<file path="src/rtl/muldiv_ctrl_if.sv">
// -----------------------------------------------------------------------------
// muldiv_ctrl_if
// Bundles the pipeline-side and divider-side signals of the multiply/divide
// controller.
//   master : pipeline/divider environment (drives op_*, a, b, flush, hold_in,
//            div_result, div_ready; observes stall, HILO and divider controls)
//   slave  : muldiv_ctrl itself
// Signals:
//   op_valid, op_code[1:0], a[31:0], b[31:0]  E-stage mul/div instruction
//   flush, hold_in                            E-stage flush / downstream stall
//   stall_out                                 pipeline freeze request
//   hilo_we, hilo_wdata[63:0]                 {HI,LO} write port
//   div_start, div_signed, div_annul          divider control
//   div_opa[31:0], div_opb[31:0]              divider operands
//   div_result[63:0] {rem,quot}, div_ready    divider response
// -----------------------------------------------------------------------------
interface muldiv_ctrl_if;
  logic        op_valid;
  logic [1:0]  op_code;
  logic [31:0] a;
  logic [31:0] b;
  logic        flush;
  logic        hold_in;
  logic        stall_out;
  logic        hilo_we;
  logic [63:0] hilo_wdata;
  logic        div_start;
  logic        div_signed;
  logic        div_annul;
  logic [31:0] div_opa;
  logic [31:0] div_opb;
  logic [63:0] div_result;
  logic        div_ready;

  modport master (
    output op_valid, op_code, a, b, flush, hold_in, div_result, div_ready,
    input  stall_out, hilo_we, hilo_wdata, div_start, div_signed, div_annul,
           div_opa, div_opb
  );

  modport slave (
    input  op_valid, op_code, a, b, flush, hold_in, div_result, div_ready,
    output stall_out, hilo_we, hilo_wdata, div_start, div_signed, div_annul,
           div_opa, div_opb
  );
endinterface

</file>
<file path="src/rtl/muldiv_ctrl.sv">
// -----------------------------------------------------------------------------
// muldiv_ctrl
// Sequences MULT/MULTU/DIV/DIVU for the E stage: latches operands, computes the
// product in one cycle or drives an external iterative divider, freezes the
// pipeline while busy and writes {HI,LO} once the result is ready.
// Ports:
//   clk  : rising-edge clock
//   rst  : asynchronous active-low reset
//   bus  : muldiv_ctrl_if.slave (see interface for the signal list)
// Optional feature:
//   DIV_ZERO_FAST_EN : when defined, DIV/DIVU with b == 0 skips the divider and
//                      completes with {a, 32'hFFFF_FFFF} after a 1-cycle stall.
// -----------------------------------------------------------------------------
module muldiv_ctrl (
  input  logic         clk,
  input  logic         rst,
  muldiv_ctrl_if.slave bus
);

  typedef enum logic [1:0] {
    ST_IDLE    = 2'd0,
    ST_MUL     = 2'd1,
    ST_DIV_RUN = 2'd2,
    ST_DONE    = 2'd3
  } state_e;

  state_e      state_q, state_d;
  logic        signed_q;        // 1 for MULT/DIV, 0 for MULTU/DIVU
  logic [31:0] a_q, b_q;
  logic [63:0] result_q, result_d;
  logic [63:0] last_wdata_q;    // value most recently written to HILO

  logic        issue_s;
  logic        div_zero_fast_s;
  logic [63:0] mul_a_s, mul_b_s, product_s;
  logic        stall_s, hilo_we_s, div_start_s, div_signed_s, div_annul_s;

  assign issue_s = (state_q == ST_IDLE) && bus.op_valid && !bus.flush;

`ifdef DIV_ZERO_FAST_EN
  assign div_zero_fast_s = bus.op_code[1] && (bus.b == 32'd0);
`else
  assign div_zero_fast_s = 1'b0;
`endif

  // Sign- or zero-extend to 64 bits; the low 64 bits of the product are then
  // correct for both signed and unsigned multiplication.
  assign mul_a_s   = {{32{a_q[31] & signed_q}}, a_q};
  assign mul_b_s   = {{32{b_q[31] & signed_q}}, b_q};
  assign product_s = mul_a_s * mul_b_s;

  // State register
  always_ff @(posedge clk or negedge rst) begin
    if (!rst) begin
      state_q <= ST_IDLE;
    end else begin
      state_q <= state_d;
    end
  end

  // Next-state logic; flush overrides everything, including div_ready
  always_comb begin
    state_d = state_q;
    if (bus.flush) begin
      state_d = ST_IDLE;
    end else begin
      case (state_q)
        ST_IDLE: begin
          if (bus.op_valid) begin
            if (!bus.op_code[1]) begin
              state_d = ST_MUL;
            end else if (div_zero_fast_s) begin
              state_d = ST_DONE;
            end else begin
              state_d = ST_DIV_RUN;
            end
          end else begin
            state_d = ST_IDLE;
          end
        end
        ST_MUL: state_d = ST_DONE;
        ST_DIV_RUN: begin
          if (bus.div_ready) begin
            state_d = ST_DONE;
          end else begin
            state_d = ST_DIV_RUN;
          end
        end
        ST_DONE: begin
          if (bus.hold_in) begin
            state_d = ST_DONE;
          end else begin
            state_d = ST_IDLE;
          end
        end
        default: state_d = ST_IDLE;
      endcase
    end
  end

  // Output decode
  always_comb begin
    stall_s      = 1'b0;
    hilo_we_s    = 1'b0;
    div_start_s  = 1'b0;
    div_signed_s = 1'b0;
    div_annul_s  = 1'b0;
    case (state_q)
      ST_IDLE: stall_s = issue_s;
      ST_MUL:  stall_s = 1'b1;
      ST_DIV_RUN: begin
        stall_s      = 1'b1;
        div_signed_s = signed_q;
        div_start_s  = !bus.flush;
        div_annul_s  = bus.flush;
      end
      ST_DONE: hilo_we_s = !bus.hold_in && !bus.flush;
      default: stall_s = 1'b0;
    endcase
  end

  // Result register next value: product, divider response or fast div-by-zero
  always_comb begin
    result_d = result_q;
    case (state_q)
      ST_IDLE: begin
        if (issue_s && div_zero_fast_s) begin
          result_d = {bus.a, 32'hFFFF_FFFF};
        end else begin
          result_d = result_q;
        end
      end
      ST_MUL: begin
        if (!bus.flush) begin
          result_d = product_s;
        end else begin
          result_d = result_q;
        end
      end
      ST_DIV_RUN: begin
        if (bus.div_ready && !bus.flush) begin
          result_d = bus.div_result;
        end else begin
          result_d = result_q;
        end
      end
      default: result_d = result_q;
    endcase
  end

  // Operand latch, result register and last-written HILO value
  always_ff @(posedge clk or negedge rst) begin
    if (!rst) begin
      signed_q     <= 1'b0;
      a_q          <= 32'd0;
      b_q          <= 32'd0;
      result_q     <= 64'd0;
      last_wdata_q <= 64'd0;
    end else begin
      if (issue_s) begin
        signed_q <= !bus.op_code[0];
        a_q      <= bus.a;
        b_q      <= bus.b;
      end
      result_q <= result_d;
      if (hilo_we_s) begin
        last_wdata_q <= result_q;
      end
    end
  end

  assign bus.stall_out  = stall_s;
  assign bus.hilo_we    = hilo_we_s;
  assign bus.hilo_wdata = hilo_we_s ? result_q : last_wdata_q;
  assign bus.div_start  = div_start_s;
  assign bus.div_signed = div_signed_s;
  assign bus.div_annul  = div_annul_s;
  assign bus.div_opa    = a_q;
  assign bus.div_opb    = b_q;

endmodule

</file>
<file path="src/flat_wrapper.sv">
// flat-port wrapper written by rule: the top's interface ports become plain ports
module muldiv_ctrl_flat 
  (clk, rst, bus_op_valid, bus_op_code, bus_a, bus_b, bus_flush, bus_hold_in, bus_div_result, bus_div_ready, bus_stall_out, bus_hilo_we, bus_hilo_wdata, bus_div_start, bus_div_signed, bus_div_annul, bus_div_opa, bus_div_opb);
  muldiv_ctrl_if bus_i ();
  input  logic clk;
  input  logic rst;
  input wire logic [$bits(bus_i.op_valid)-1:0] bus_op_valid;
  input wire logic [$bits(bus_i.op_code)-1:0] bus_op_code;
  input wire logic [$bits(bus_i.a)-1:0] bus_a;
  input wire logic [$bits(bus_i.b)-1:0] bus_b;
  input wire logic [$bits(bus_i.flush)-1:0] bus_flush;
  input wire logic [$bits(bus_i.hold_in)-1:0] bus_hold_in;
  input wire logic [$bits(bus_i.div_result)-1:0] bus_div_result;
  input wire logic [$bits(bus_i.div_ready)-1:0] bus_div_ready;
  output wire logic [$bits(bus_i.stall_out)-1:0] bus_stall_out;
  output wire logic [$bits(bus_i.hilo_we)-1:0] bus_hilo_we;
  output wire logic [$bits(bus_i.hilo_wdata)-1:0] bus_hilo_wdata;
  output wire logic [$bits(bus_i.div_start)-1:0] bus_div_start;
  output wire logic [$bits(bus_i.div_signed)-1:0] bus_div_signed;
  output wire logic [$bits(bus_i.div_annul)-1:0] bus_div_annul;
  output wire logic [$bits(bus_i.div_opa)-1:0] bus_div_opa;
  output wire logic [$bits(bus_i.div_opb)-1:0] bus_div_opb;
  assign bus_i.op_valid = bus_op_valid;
  assign bus_i.op_code = bus_op_code;
  assign bus_i.a = bus_a;
  assign bus_i.b = bus_b;
  assign bus_i.flush = bus_flush;
  assign bus_i.hold_in = bus_hold_in;
  assign bus_i.div_result = bus_div_result;
  assign bus_i.div_ready = bus_div_ready;
  assign bus_stall_out = bus_i.stall_out;
  assign bus_hilo_we = bus_i.hilo_we;
  assign bus_hilo_wdata = bus_i.hilo_wdata;
  assign bus_div_start = bus_i.div_start;
  assign bus_div_signed = bus_i.div_signed;
  assign bus_div_annul = bus_i.div_annul;
  assign bus_div_opa = bus_i.div_opa;
  assign bus_div_opb = bus_i.div_opb;
  muldiv_ctrl u_core (.clk(clk), .rst(rst), .bus(bus_i));
endmodule
</file>
<file path="config.mk">
export PLATFORM = sky130hd
export DESIGN_NAME = muldiv_ctrl_flat
export DESIGN_NICKNAME = d
export VERILOG_FILES = /design/src/rtl/muldiv_ctrl_if.sv /design/src/rtl/muldiv_ctrl.sv /design/src/flat_wrapper.sv
export SDC_FILE = /design/constraint.sdc
export NUM_CORES = 2
export LEC_CHECK = 0
export BUFFER_PORTS_ARGS = -buffer_cell sky130_fd_sc_hd__buf_2
export CAP_MARGIN = 20
export CELL_PAD_IN_SITES_DETAIL_PLACEMENT = 0
export CELL_PAD_IN_SITES_GLOBAL_PLACEMENT = 2
export CORE_ASPECT_RATIO = 0.7
export CORE_MARGIN = 4
export CORE_UTILIZATION = 38
export CTS_CLUSTER_DIAMETER = 120
export DETAILED_ROUTE_END_ITERATION = 8
export MAX_ROUTING_LAYER = met4
export PLACE_DENSITY = 0.78
export SLEW_MARGIN = 0
export SYNTH_ARGS = -nofsm -noshare
export SYNTH_HDL_FRONTEND = slang
export SYNTH_SLANG_ARGS = --single-unit
</file>
<file path="constraint.sdc">
create_clock -name clk -period 7.7 [get_ports clk]
set_clock_uncertainty 0.2 [all_clocks]
set_input_delay 0.77 -clock clk [delete_from_list [all_inputs] [get_ports clk]]
set_output_delay 0.77 -clock clk [all_outputs]
set_load 0.005 [all_outputs]
</file>
== Word-level counts from Yosys, hierarchy flattened ==
Cells that the tools add are included.

* Bits in latches: 0
* ROM bits: 0
* Logic and storage cells: 40
* RAM bits: 0
* Memories kept: 0
* Bits of input ports: 136
* Output and inout bits: 133
* Flip-flop bits (word level): 195

* Multiply operators: 1
* Muxes and demuxes: 15
* Bitwise gates (word level): 2
* Equality and inequality tests: 5
* Reduce and logical (&&, ||, !) cells: 11
* $add $sub $neg: 0
* Div/mod/pow operators: 0
* Magnitude comparators: 0
* Shift operators: 0

{| class="wikitable"
|+ Operators with widths
! operator !! count
|-
| 64-bit 2-to-1 mux || 3
|-
| 64-bit one-hot mux with 2 select lines || 1
|-
| 33-bit by 33-bit multiplier with 64-bit output || 1
|-
| 2-bit 2-to-1 mux || 4
|-
| 2-bit one-hot mux with 4 select lines || 1
|-
| 1-bit 2-to-1 mux || 5
|-
| 2-bit equality test, second input constant || 2
|-
| 1-bit logical AND || 4
|-
| 1-bit zero test || 3
|-
| 3-bit AND reduction || 1
|-
| 1-bit AND || 2
|-
| 2-bit by 1-bit equality test with 1-bit output, second input constant || 1
|-
| 2-bit zero test || 1
|-
| 2-bit by 1-bit inequality test with 1-bit output, second input constant || 1
|-
| 2-bit inequality test, second input constant || 1
|-
| 1-bit one-hot mux with 2 select lines || 1
|-
| 2-bit nonzero test || 1
|-
| 2-bit OR reduction || 1
|}

== Depth between registers and ports, before layout ==
* Word-level depth: 4
* Gate-level depth with buffers: 30
* Depth with buffers taken out: 28

== Least setup slack after synthesis ==
OpenSTA, ideal clock, no wires.

* Path kind: flip-flop to flip-flop
* Start point: register u_core.a_q[31] (netlist: u_core.bus.div_opa[31])
* End point: register u_core.result_q[60]
* Stages on the path, launching flop included: 31
* Arrival time: 8.148 ns
* Path slack: -0.776 ns
* Path buffers: 2
* Library setup time: 0.128 ns
* Data required time: 7.372 ns
* Clock period less this slack: 8.476 ns
* Cell sequence: dfrtp_1 > clkbuf_1 > and2_1 > clkbuf_1 > nand2_1 > inv_1 > fa_1 > inv_1 > fa_1 > inv_1 > fa_1 > fa_1 > inv_1 > fa_1 > inv_1 > fa_1 > inv_1 > fa_1 > fa_1 > inv_1 > ha_1 > a21o_1 > a21o_1 > a21o_1 > a21o_1 > a21o_1 > a21o_2 > or3_1 > a31oi_1 > mux2i_1 > nand3_1

* Word-level cells in the longest chain between the ends: 4

{| class="wikitable"
|+ RTL lines
! what !! line !! text
|-
| start: declaration || muldiv_ctrl.sv:29 || <nowiki>logic [31:0] a_q, b_q;</nowiki>
|-
| start signal: assignment || muldiv_ctrl.sv:162 || <nowiki>a_q <= bus.a;</nowiki>
|-
| 1-bit AND || muldiv_ctrl.sv:48 || <nowiki>assign mul_a_s = {{32{a_q[31] & signed_q}}, a_q};</nowiki>
|-
| 33-bit by 33-bit multiplier with 64-bit output (*) || muldiv_ctrl.sv:50 || <nowiki>assign product_s = mul_a_s * mul_b_s;</nowiki>
|-
| 64-bit 2-to-1 mux (*) || muldiv_ctrl.sv:134 || <nowiki>if (!bus.flush) begin</nowiki>
|-
| 64-bit one-hot mux with 2 select lines (*) || muldiv_ctrl.sv:125 || <nowiki>case (state_q)</nowiki>
|-
| end signal: assignment || muldiv_ctrl.sv:165 || <nowiki>result_q <= result_d;</nowiki>
|-
| end: declaration || muldiv_ctrl.sv:30 || <nowiki>logic [63:0] result_q, result_d;</nowiki>
|}

Every way passes the cells marked *; elsewhere a longest branch is shown, timed or not. The select of a mux whose other input is x is not followed.
A chain may end at the register's enable or synchronous reset.

== Worst setup path in the final report ==
* Start point: register u_core.signed_q
* End point: register u_core.result_q[56]

* Word-level cells in the longest chain between the ends: 4
* Elaborated cells between the ends (all ways): 5
* Those cells by class: 1 x mul; 2 x mux; 2 x bitwise

{| class="wikitable"
|+ RTL lines
! what !! line !! text
|-
| start: declaration || muldiv_ctrl.sv:28 || <nowiki>logic signed_q;</nowiki>
|-
| start signal: assignment || muldiv_ctrl.sv:161 || <nowiki>signed_q <= !bus.op_code[0];</nowiki>
|-
| 1-bit AND (on tied branches) || muldiv_ctrl.sv:48, muldiv_ctrl.sv:49 ||
|-
| 33-bit by 33-bit multiplier with 64-bit output (*) || muldiv_ctrl.sv:50 ||
|-
| 64-bit 2-to-1 mux (*) || muldiv_ctrl.sv:134 ||
|-
| 64-bit one-hot mux with 2 select lines (*) || muldiv_ctrl.sv:125 ||
|}

Marks and branches as above.

==> run_results.csv <==
group,metric,value,unit
drt,dr.first_iter.drc_count,1543,
yosys,synth_xor_area_frac,0.0121,
floorplanning,chipWidth,423,um
layout,final_nets,6872,
floorplanning,initial_utilization,0.383,
yosys,ys_top_cells_by_count,"fa_1 (1125), inv_1 (1124), nand2_1 (787)",
setup_path,path_class,"flip-flop to flip-flop",
setup_path,slowest_stage,"fa_1",
drt,ant_nets,0,
floorplanning,fp.dieH,298,um
yosys,yosysTopAreaCell,"fa_1",
timing,drv_slew,0,
yosys,synth-seq-cells,195,
yosys,syn_nets,6269,
yosys,synthAdderAreaFrac,0.551,
clock_tree,cts_buffers,17,
drt,post_drt_wl_per_cell,20.3,um
yosys,async_reset_ff_frac,1.00,
setup_path,arrival,8080,ps
timing,setup_viol,17,
clock_tree,cts.sink_count,195,
yosys,synth_compound_area_frac,0.0423,
yosys,yosysSeqAreaShare,0.107,
drt,route.vias.total,33916,
timing,hold_viol_final,0,
yosys,post_synth.cell_area_avg,9.55,sq um
yosys,synth-simple-area-share,0.136,
setup_path,cp-start-kind,"flip-flop",
yosys,netlist_top_cells_area,"fa_1 (49%), dfrtp_1 (11%), inv_1 (9.2%)",
yosys,yosysWarnings,0,
layout,final_layout_size_suffix_gt1_frac,0.247,
global_routing,grt_use_total,0.243,
yosys,synth_edf_count,0,
placed_design,port_buffers,268,
setup_path,cpMostUsedCell,"fa_1",
flow_run,maxCapViolations,0,
global_routing,grt_overflow,0,
layout,syn2layout_area_growth,23.1,%
floorplanning,pin_count,269,
yosys,yosys-mux-area-fraction,0.0352,
yosys,syn_area,45800,sq um
placed_design,gp_congestion,0.902,
yosys,synth_top_area_frac,0.492,
timing,fmax,127,MHz
drt,via_per_inst,4.83,
yosys,synthFlopType,"dfrtp_1",
drt,drtPass1Iterations,5,
timing,rsz0062_at_grt,"true",
status,outcome,"complete, but fails checks",
setup_path,worstPathRequired,7900,ps
timing,worst_pin_slew,988,ps
drt,drt-total-wl,143,mm
placed_design,place_inst,6927,
timing,layout_setup_ws,-179,ps
yosys,yosys.cell_types.count,77,
clock_tree,htree_levels,4,
setup_path,crit_path_end_kind,"flip-flop",
global_routing,grt_antenna_before_repair,3,
clock_tree,cts_root_buf,"clkbuf_16",
clock_tree,path_clk_slew,90,ps
global_routing,grt_max_degree,135,
floorplanning,coreArea,119000,sq um
timing,period_share,1.02,
clock_tree,clockBufferDepth,2,
yosys,syn-instance-count,4791,
yosys,yosysMostFrequentCell,"fa_1",
floorplanning,row_count,106,
drt,drc,0,
yosys,synth_top_family_by_area,"adder cells",
setup_path,crit_path_max_fanout,9,
status,violations,"negative setup slack",
layout,stdcell_count,7026,
global_routing,first_global_vias,37929,
clock_tree,cts_tree,"done",
global_routing,grt_pass1_wl,230,mm
timing,final.min_clock_period,7880,ps
setup_path,critical_path.max_stage_delay,590,ps
timing,max_slew_margin,0.341,
clock_tree,clock_latency,540,ps
floorplanning,dieArea,126000,sq um
layout,diodes,0,
min_path,hold_class,"primary input to flip-flop",
placed_design,dp_hpwl,119,mm
per-layer routing:
metal	wire, um	up-vias	track usage	part of all wire
li1	-	15136	-	-
met1	65400	17893	0.336	0.46
met2	68100	784	0.392	0.48
met3	7080	103	0.0320	0.050
met4	2090	0	0.0387	0.015
met5	0	-	-	0
per-stage QoR:
stage               hold WS, ps  instance area [sq um]  setup TNS (ps)  worst slack, ps  utilization
floorplan                   243                  45900            -685             -326            -
global placement            258                  53500           -4170             -359        0.448
detailed placement          265                  53500           -5210             -425        0.448
CTS                         218                  55500            -490             -214        0.464
global route                234                  56300           -7160             -471        0.471
finish                      253                  56300           -1380             -179        0.471
critical path, delay by kind of cell, from the launching register on:
| kind | cells | cell delay, ps |
|---|---|---|
| adders and majority gates | 9 | 4410 |
| muxes | 1 | 300 |
| AOI/OAI and AO/OA | 3 | 620 |
| buffers and inverters | 8 | 700 |
| and+or+nand+nor | 7 | 1110 |
| DFF | 1 | 410 |
cell families (layout without fill, tap and decap cells):
family,count (synthesis),count (layout)
flip-flops,195,195
buffers and inverters,1397,2012
AO/OA/AOI/OAI,301,301
XOR/XNOR,63,63
adder cells (fa/ha/maj),1342,1342
multiplexers,145,145
AND/OR/NAND/NOR,1348,1348
cell type report:
class | instances | area, sq um
fill | 11493 | 63200
multi-input combinational | 3199 | 37100
timing repair buffer | 857 | 7530
sequential | 195 | 4890
inverter | 1124 | 4230
tap | 1620 | 2030
clock buffer | 17 | 425
clock inverter | 14 | 171
sequential cells by signal, summed over array words and instances (netlist names):
signal and flops:
u_core.last_wdata_q 64, u_core.result_q 64, u_core.signed_q 1, u_core.state_q 2, u_core.bus.div_opb 32, u_core.bus.div_opa 32
cell usage in the layout, fill, tap and decap left out, types with 23 or more instances in the layout:
cell type,n
fa_1,1074
inv_1,1062
nand2_1,769
buf_4,424
and2_1,338
buf_2,268
dfrtp_1,189
ha_1,186
mux2_2,128
buf_12,117
nor2_1,64
a21oi_1,63
inv_2,60
fa_2,51
o21ai_0,44
and3_1,36
xnor2_1,36
buf_6,35
a21o_1,30
ha_4,28
o21ai_1,25
nand3_1,23
what timing repair did:
| action | 4_1_cts | 5_1_grt |
|---|---|---|
| hold buffers | 1 | 0 |
| hold endpoints to repair | 6 | 0 |
| setup endpoints to repair | 33 | 43 |
| gates resized for setup | 208 | 192 |
| setup buffers | 42 | 29 |
| gates cloned | 7 | 1 |
| pin swaps | 122 | 131 |
path summary, 6_finish.rpt:
kind,from,to,slack [ps],cells after the start
setup / recovery,u_core.signed_q$_DFFE_PN0P_,u_core.result_q[56]$_DFFE_PN0P_,-180,28
hold / removal,bus_op_code[1],u_core.state_q[0]$_DFF_PN0_,250,2
setup reg to reg,u_core.signed_q$_DFFE_PN0P_,u_core.result_q[56]$_DFFE_PN0P_,-180,28
hold reg to reg,u_core.result_q[56]$_DFFE_PN0P_,u_core.result_q[56]$_DFFE_PN0P_,280,2
max in group asynchronous,rst,u_core.bus.div_opb[6]$_DFFE_PN0P_,5400,3
min in group asynchronous,rst,u_core.bus.div_opb[14]$_DFFE_PN0P_,590,2
Power is left out: the tool's default activity adds up to more than one toggle a clock period on the data nets, which glitch-free logic cannot reach.
